File: src/rtl/kvazaar_rr_pkg.sv
// Shared types and defaults for the ping-pong result-ready generator.
// Latency: n/a (declarations only). Backpressure: n/a.
// Optional watchdog macro: KVAZAAR_RESULT_READY_TIMEOUT_EN.
package kvazaar_rr_pkg;

    typedef enum logic [1:0] {
        FREE    = 2'd0,
        BUSY    = 2'd1,
        READY   = 2'd2,
        HOLDOFF = 2'd3
    } bank_state_t;

    localparam int NUM_BANKS_C     = 2;
    localparam int MIN_LOW_DEFAULT = 2;

endpackage

File: src/rtl/kvazaar_rr_bank.sv
// Single result bank: FREE->BUSY->READY->HOLDOFF->FREE, with optional READY watchdog.
// Latency: ready follows done/ack_rise by one cycle. Backpressure: HOLDOFF keeps the bank ungrantable for MIN_LOW cycles.
// Optional watchdog macro: KVAZAAR_RESULT_READY_TIMEOUT_EN.
module kvazaar_rr_bank
    import kvazaar_rr_pkg::*;
#(
    parameter int MIN_LOW = MIN_LOW_DEFAULT
`ifdef KVAZAAR_RESULT_READY_TIMEOUT_EN
    ,
    parameter int TIMEOUT_CYC = 1048576
`endif
) (
    input  logic        clk,
    input  logic        reset_n,
    input  logic        grant,
    input  logic        done,
    input  logic        ack_rise,
    output bank_state_t state,
    output logic        ready,
    output logic        timeout
);

    localparam int HW = $clog2(MIN_LOW);

    bank_state_t   state_d;
    logic [HW-1:0] hold_q;
    logic [HW-1:0] hold_d;

    always_comb begin
        state_d = state;
        hold_d  = hold_q;
        case (state)
            FREE:    if (grant) state_d = BUSY;
            BUSY:    if (done) state_d = READY;
            READY: begin
                if (ack_rise) begin
                    state_d = HOLDOFF;
                    hold_d  = HW'(MIN_LOW - 1);
                end
            end
            HOLDOFF: begin
                if (hold_q == '0) state_d = FREE;
                else              hold_d  = hold_q - HW'(1);
            end
            default: state_d = FREE;
        endcase
    end

    // ready is registered from the next state so it tracks the FSM with no extra cycle
    always_ff @(posedge clk or negedge reset_n) begin
        if (!reset_n) begin
            state  <= FREE;
            hold_q <= '0;
            ready  <= 1'b0;
        end else begin
            state  <= state_d;
            hold_q <= hold_d;
            ready  <= (state_d == READY);
        end
    end

`ifdef KVAZAAR_RESULT_READY_TIMEOUT_EN
    localparam int TW = $clog2(TIMEOUT_CYC) + 1;

    logic [TW-1:0] wd_q;

    always_ff @(posedge clk or negedge reset_n) begin
        if (!reset_n) begin
            wd_q    <= '0;
            timeout <= 1'b0;
        end else if (state == READY) begin
            if (wd_q != TW'(TIMEOUT_CYC)) wd_q <= wd_q + TW'(1);
            if (wd_q == TW'(TIMEOUT_CYC - 1)) timeout <= 1'b1;
        end else begin
            wd_q <= '0;
        end
    end
`else
    assign timeout = 1'b0;
`endif

endmodule

File: src/rtl/kvazaar_result_ready_gen.sv
// Ping-pong result bank arbiter driving per-bank ready levels to the edge-capture PIO.
// Latency: grant 1 cycle after request; ready rises 1 cycle after acc_done, falls 1 cycle after ack edge.
// Backpressure: acc_stall while no bank is grantable; strict round-robin, no data loss. Macro: KVAZAAR_RESULT_READY_TIMEOUT_EN.
module kvazaar_result_ready_gen
    import kvazaar_rr_pkg::*;
#(
    parameter int NUM_BANKS = NUM_BANKS_C,
    parameter int MIN_LOW   = MIN_LOW_DEFAULT
`ifdef KVAZAAR_RESULT_READY_TIMEOUT_EN
    ,
    parameter int TIMEOUT_CYC = 1048576
`endif
) (
    input  logic                 clk,
    input  logic                 reset_n,
    input  logic                 acc_req,
    output logic                 acc_grant,
    output logic                 acc_grant_bank,
    input  logic                 acc_done,
    input  logic [NUM_BANKS-1:0] cpu_ack,
    output logic [NUM_BANKS-1:0] result_ready,
    output logic                 acc_stall,
    output logic                 proto_err,
    output logic                 ack_err,
    output logic [NUM_BANKS-1:0] timeout
);

    bank_state_t          bank_state [NUM_BANKS];
    logic [NUM_BANKS-1:0] ack_d;
    logic [NUM_BANKS-1:0] ack_rise;
    logic [NUM_BANKS-1:0] busy_vec;
    logic [NUM_BANKS-1:0] ready_vec;
    logic [NUM_BANKS-1:0] grant_vec;
    logic [NUM_BANKS-1:0] done_vec;
    logic [NUM_BANKS-1:0] bank_ready;
    logic [NUM_BANKS-1:0] bank_timeout;
    logic                 wr_ptr;
    logic                 grant_cond;

    assign ack_rise = cpu_ack & ~ack_d;

    // only the pointed bank may be granted, keeping consumption order equal to production order
    always_comb begin
        busy_vec  = '0;
        ready_vec = '0;
        grant_vec = '0;
        grant_cond = acc_req & ~acc_grant & (bank_state[wr_ptr] == FREE);
        for (int b = 0; b < NUM_BANKS; b++) begin
            busy_vec[b]  = (bank_state[b] == BUSY);
            ready_vec[b] = (bank_state[b] == READY);
        end
        grant_cond = grant_cond & ~(|busy_vec);
        for (int b = 0; b < NUM_BANKS; b++) begin
            grant_vec[b] = grant_cond & (wr_ptr == 1'(b));
        end
        done_vec = acc_done ? busy_vec : '0;
    end

    for (genvar b = 0; b < NUM_BANKS; b++) begin : g_bank
        kvazaar_rr_bank #(
            .MIN_LOW     (MIN_LOW)
`ifdef KVAZAAR_RESULT_READY_TIMEOUT_EN
            ,
            .TIMEOUT_CYC (TIMEOUT_CYC)
`endif
        ) u_bank (
            .clk      (clk),
            .reset_n  (reset_n),
            .grant    (grant_vec[b]),
            .done     (done_vec[b]),
            .ack_rise (ack_rise[b]),
            .state    (bank_state[b]),
            .ready    (bank_ready[b]),
            .timeout  (bank_timeout[b])
        );
    end

    always_ff @(posedge clk or negedge reset_n) begin
        if (!reset_n) begin
            ack_d          <= '0;
            wr_ptr         <= 1'b0;
            acc_grant      <= 1'b0;
            acc_grant_bank <= 1'b0;
            acc_stall      <= 1'b0;
            proto_err      <= 1'b0;
            ack_err        <= 1'b0;
        end else begin
            ack_d     <= cpu_ack;
            acc_grant <= grant_cond;
            acc_stall <= acc_req & ~grant_cond;
            if (grant_cond) begin
                acc_grant_bank <= wr_ptr;
                wr_ptr         <= ~wr_ptr;
            end
            if (acc_done && !(|busy_vec)) proto_err <= 1'b1;
            if (|(ack_rise & ~ready_vec)) ack_err <= 1'b1;
        end
    end

    assign result_ready = bank_ready;
    assign timeout      = bank_timeout;

endmodule

File: config.mk
export PLATFORM = sky130hd
export DESIGN_NAME = kvazaar_result_ready_gen
export DESIGN_NICKNAME = d
export VERILOG_FILES = /design/src/rtl/kvazaar_rr_pkg.sv /design/src/rtl/kvazaar_rr_bank.sv /design/src/rtl/kvazaar_result_ready_gen.sv
export SDC_FILE = /design/constraint.sdc
export NUM_CORES = 1
export LEC_CHECK = 0
export CAP_MARGIN = 0
export CORE_MARGIN = 4
export CORE_UTILIZATION = 35
export CTS_CLUSTER_SIZE = 40
export DETAILED_ROUTE_END_ITERATION = 16
export DONT_BUFFER_PORTS = 1
export PLACE_DENSITY = 0.58
export SETUP_SLACK_MARGIN = 0.1
export SLEW_MARGIN = 10
export SYNTH_ARGS = -nofsm -noshare
export SYNTH_HDL_FRONTEND = slang
export SYNTH_SLANG_ARGS = --single-unit
File: constraint.sdc
create_clock -name clk -period 1.4 [get_ports clk]
set_input_delay 0.14 -clock clk [delete_from_list [all_inputs] [get_ports clk]]
set_output_delay 0.14 -clock clk [all_outputs]
set_load 0.005 [all_outputs]
==> impl_metrics.env <==
export IMPL_p_int_uw=1030
export IMPL_maxSlewHeadroom_pct=52.1
export IMPL_outcome="completed"
export IMPL_syn_area_um2=713
export IMPL_grt_antenna_before_repair=0
export IMPL_drtIter0Drc=9
export IMPL_cp_slowest_stage_delay_ps=400
export IMPL_grt_max_degree=17
export IMPL_end_kind="flop"
export IMPL_maxCapViolCount=0
export IMPL_clkPwrFrac_pct=19.0
export IMPL_p_per_area_nw_per_um2=1980
export IMPL_start_util_pct=36.7
export IMPL_clock_sinks=16
export IMPL_cts_tree="done"
export IMPL_path_clk_slew_ps=90
export IMPL_placed_cell_area_um2=713
export IMPL_wl_um=1220
export IMPL_ant_nets=0
export IMPL_dp_hpwl_um=825
export IMPL_first_global_vias=478
export IMPL_path_cells="and2b_1 -> nand4_1 -> o22a_2"
export IMPL_hold_path_class="primary input to flop"
export IMPL_startpoint_type="flop"
export IMPL_grtUsageTotal_pct=10.6
export IMPL_cts_repair_resized=0
export IMPL_remaining_drc_errors=0
export IMPL_place_worst_setup_slack_ps=260
export IMPL_clock_latency_ps=280
export IMPL_final_max_slew_viol_count=0
export IMPL_synth_cell_types=21
export IMPL_period_share_pct=83.0
export IMPL_p_comb_share_pct=31.0
export IMPL_post_cts_repair_setup_buffers=0
export IMPL_via_per_inst=4.89
export IMPL_overflow=0
export IMPL_reg2reg_slack_ps=240
export IMPL_vias=469
export IMPL_syn_instance_count=63
export IMPL_max_vdd_ir_drop_mv=0.869
export IMPL_seq_power_share_pct=50.0
export IMPL_wl_per_cell_um=12.7
export IMPL_fin_skew_ps=2.71
export IMPL_gp_congestion=0.728
export IMPL_die_h_um=53.1
export IMPL_cp_required_ps=1580
export IMPL_arrival_ps=1340
export IMPL_nets=76
export IMPL_cts_hold_repair_buffers=5
export IMPL_ioPinCount=15
export IMPL_ys_seq_area_share_pct=56.1
export IMPL_fmax_mhz=861
export IMPL_finalHoldViolCount=0
export IMPL_p_sw_uw=549
export IMPL_numCtsBuffers=3
export IMPL_worst_slack_ps=239
export IMPL_clk_path_buf_depth=2
export IMPL_root_buffer="clkbuf_4"
export IMPL_critical_path_class="flop to flop"
export IMPL_reg2reg_depth=3
export IMPL_rsz0062_at_grt="false"
export IMPL_rows=16
export IMPL_h_tree_depth=1
export IMPL_worst_hold_path_num_cells=2
export IMPL_drive_gt1_share_pct=13.0
export IMPL_area_delta_synth_final_pct=12.1
export IMPL_crit_fanout=4
export IMPL_diodes=0
export IMPL_fill_cells=199
export IMPL_finalInstanceArea_um2=800
export IMPL_yosysWarnings=0
export IMPL_swShare_pct=34.7
export IMPL_avgSynthCellArea_um2=11.3
export IMPL_die_w_um=53.1
export IMPL_min_period_ps=1160
export IMPL_ys_seq_elements=16
export IMPL_tns_ps=0
export IMPL_setup_violations=0
export IMPL_coreArea_um2=1940
export IMPL_leakage_uw=0.000355
export IMPL_io_buffers=0
export IMPL_dieArea_um2=2820
export IMPL_drtPass1Iterations=4
export IMPL_worstMarginPinSlew_ps=716
export IMPL_grt_pass1_wl_um=2080
export IMPL_cpMaxStageDelayCell="dfrtp_1"
state kept, by name, summed over array words and instances, names as in the netlist:
register	cells
acc_grant	1
acc_grant_bank	1
acc_stall	1
ack_d	2
ack_err	1
g_bank.u_bank.hold_q	2
g_bank.u_bank.ready	2
g_bank.u_bank.state	4
proto_err	1
wr_ptr	1
per-stage QoR:
stage	total power (µW)	utilization (%)	hold slack, ps	cells
detailed placement	1270	36.7	-155	87
finish	1580	41.2	23.7	96
CTS	1600	41.2	13.7	96
floorplan	1220	-	-156	64
global placement	1270	36.7	-155	87
global route	1720	41.2	7.28	96
synthesized netlist by cell type (all sizes together):
library cell	instances	area, µm²
nor3b	1	12.5
o22a	1	10.0
buf	6	52.6
a21oi	6	30.0
a22oi	2	15.0
nand4	2	12.5
dfrtp	16	400
mux2i	3	30.0
and2b	1	7.51
o21ai	4	20.0
nor2b	3	18.8
conb	1	3.75
a221o	1	10.0
inv	4	15.0
nand2	2	7.51
o22ai	3	18.8
a31o	1	8.76
and4	1	8.76
and3	1	6.26
nand2b	4	25.0
power groups by stage:
stage	Combinational, µW	Sequential [µW]	Clock [µW]
final	491	791	301
after global routing	565	826	331
after CTS	493	794	313
after detailed placement	466	799	0
after global placement	476	796	0
after floorplan	485	740	0
final cells by class:
| type | count | area (µm²) | area share [%] |
|---|---|---|---|
| sequential | 16 | 400 | 50.1 |
| multi-input combinational | 38 | 249 | 31.1 |
| timing repair buffer | 7 | 65.1 | 8.14 |
| clock buffer | 4 | 36.3 | 4.54 |
| tap | 27 | 33.8 | 4.23 |
| inverter | 4 | 15.0 | 1.88 |
critical path: cells and delay by family, from the launching register on:
| kind | cells | cell delay, ps |
|---|---|---|
| compound gates | 1 | 250 |
| flops | 1 | 400 |
| simple gates | 2 | 410 |
layer usage:
layer / GRT usage, % / up-vias / share of wire, %
li1: - / 231 / -
met1: 13.8 / 221 / 46
met2: 14.7 / 15 / 45
met3: 5.35 / 2 / 8.4
met4: 3.83 / 0 / 0.82
met5: 0 / - / 0
cell usage in the layout, fill, tap and decap left out:
cell / instances
a22oi_1: 2
conb_1: 2
a21oi_1: 6
dfrtp_1: 16
a221o_1: 1
clkbuf_4: 3
dlygate4sd3_1: 5
a31o_2: 1
nand2b_1: 4
nor2b_1: 3
inv_1: 4
and3_1: 1
o22a_2: 1
mux2i_1: 3
o21ai_0: 4
nand2_1: 2
and2b_1: 1
o22ai_1: 3
buf_4: 2
clkbuf_8: 1
nor3b_2: 1
and4_1: 1
nand4_1: 2
logic make-up (layout without fill, tap and decap cells):
group	Yosys count	count (layout)	share of synthesized area [%]
DFF	16	16	56.1
AOI/OAI and AO/OA	18	18	15.8
and+or+nand+nor	15	15	13.9
muxes	3	3	4.21
other	1	2	0.526
buffers and inverters	10	15	9.47
worst paths after layout:
| check | start | end |
|---|---|---|
| min reg2reg | proto_err | proto_err |
| max reg2reg | acc_grant | acc_grant_bank |
| max | acc_grant | acc_grant_bank |
| max in group asynchronous | reset_n | g_bank[0].u_bank.state[1] |
| min | acc_done | g_bank[1].u_bank.state[1] |
| min in group asynchronous | reset_n | wr_ptr |
Power figures use the tool's default switching activity.
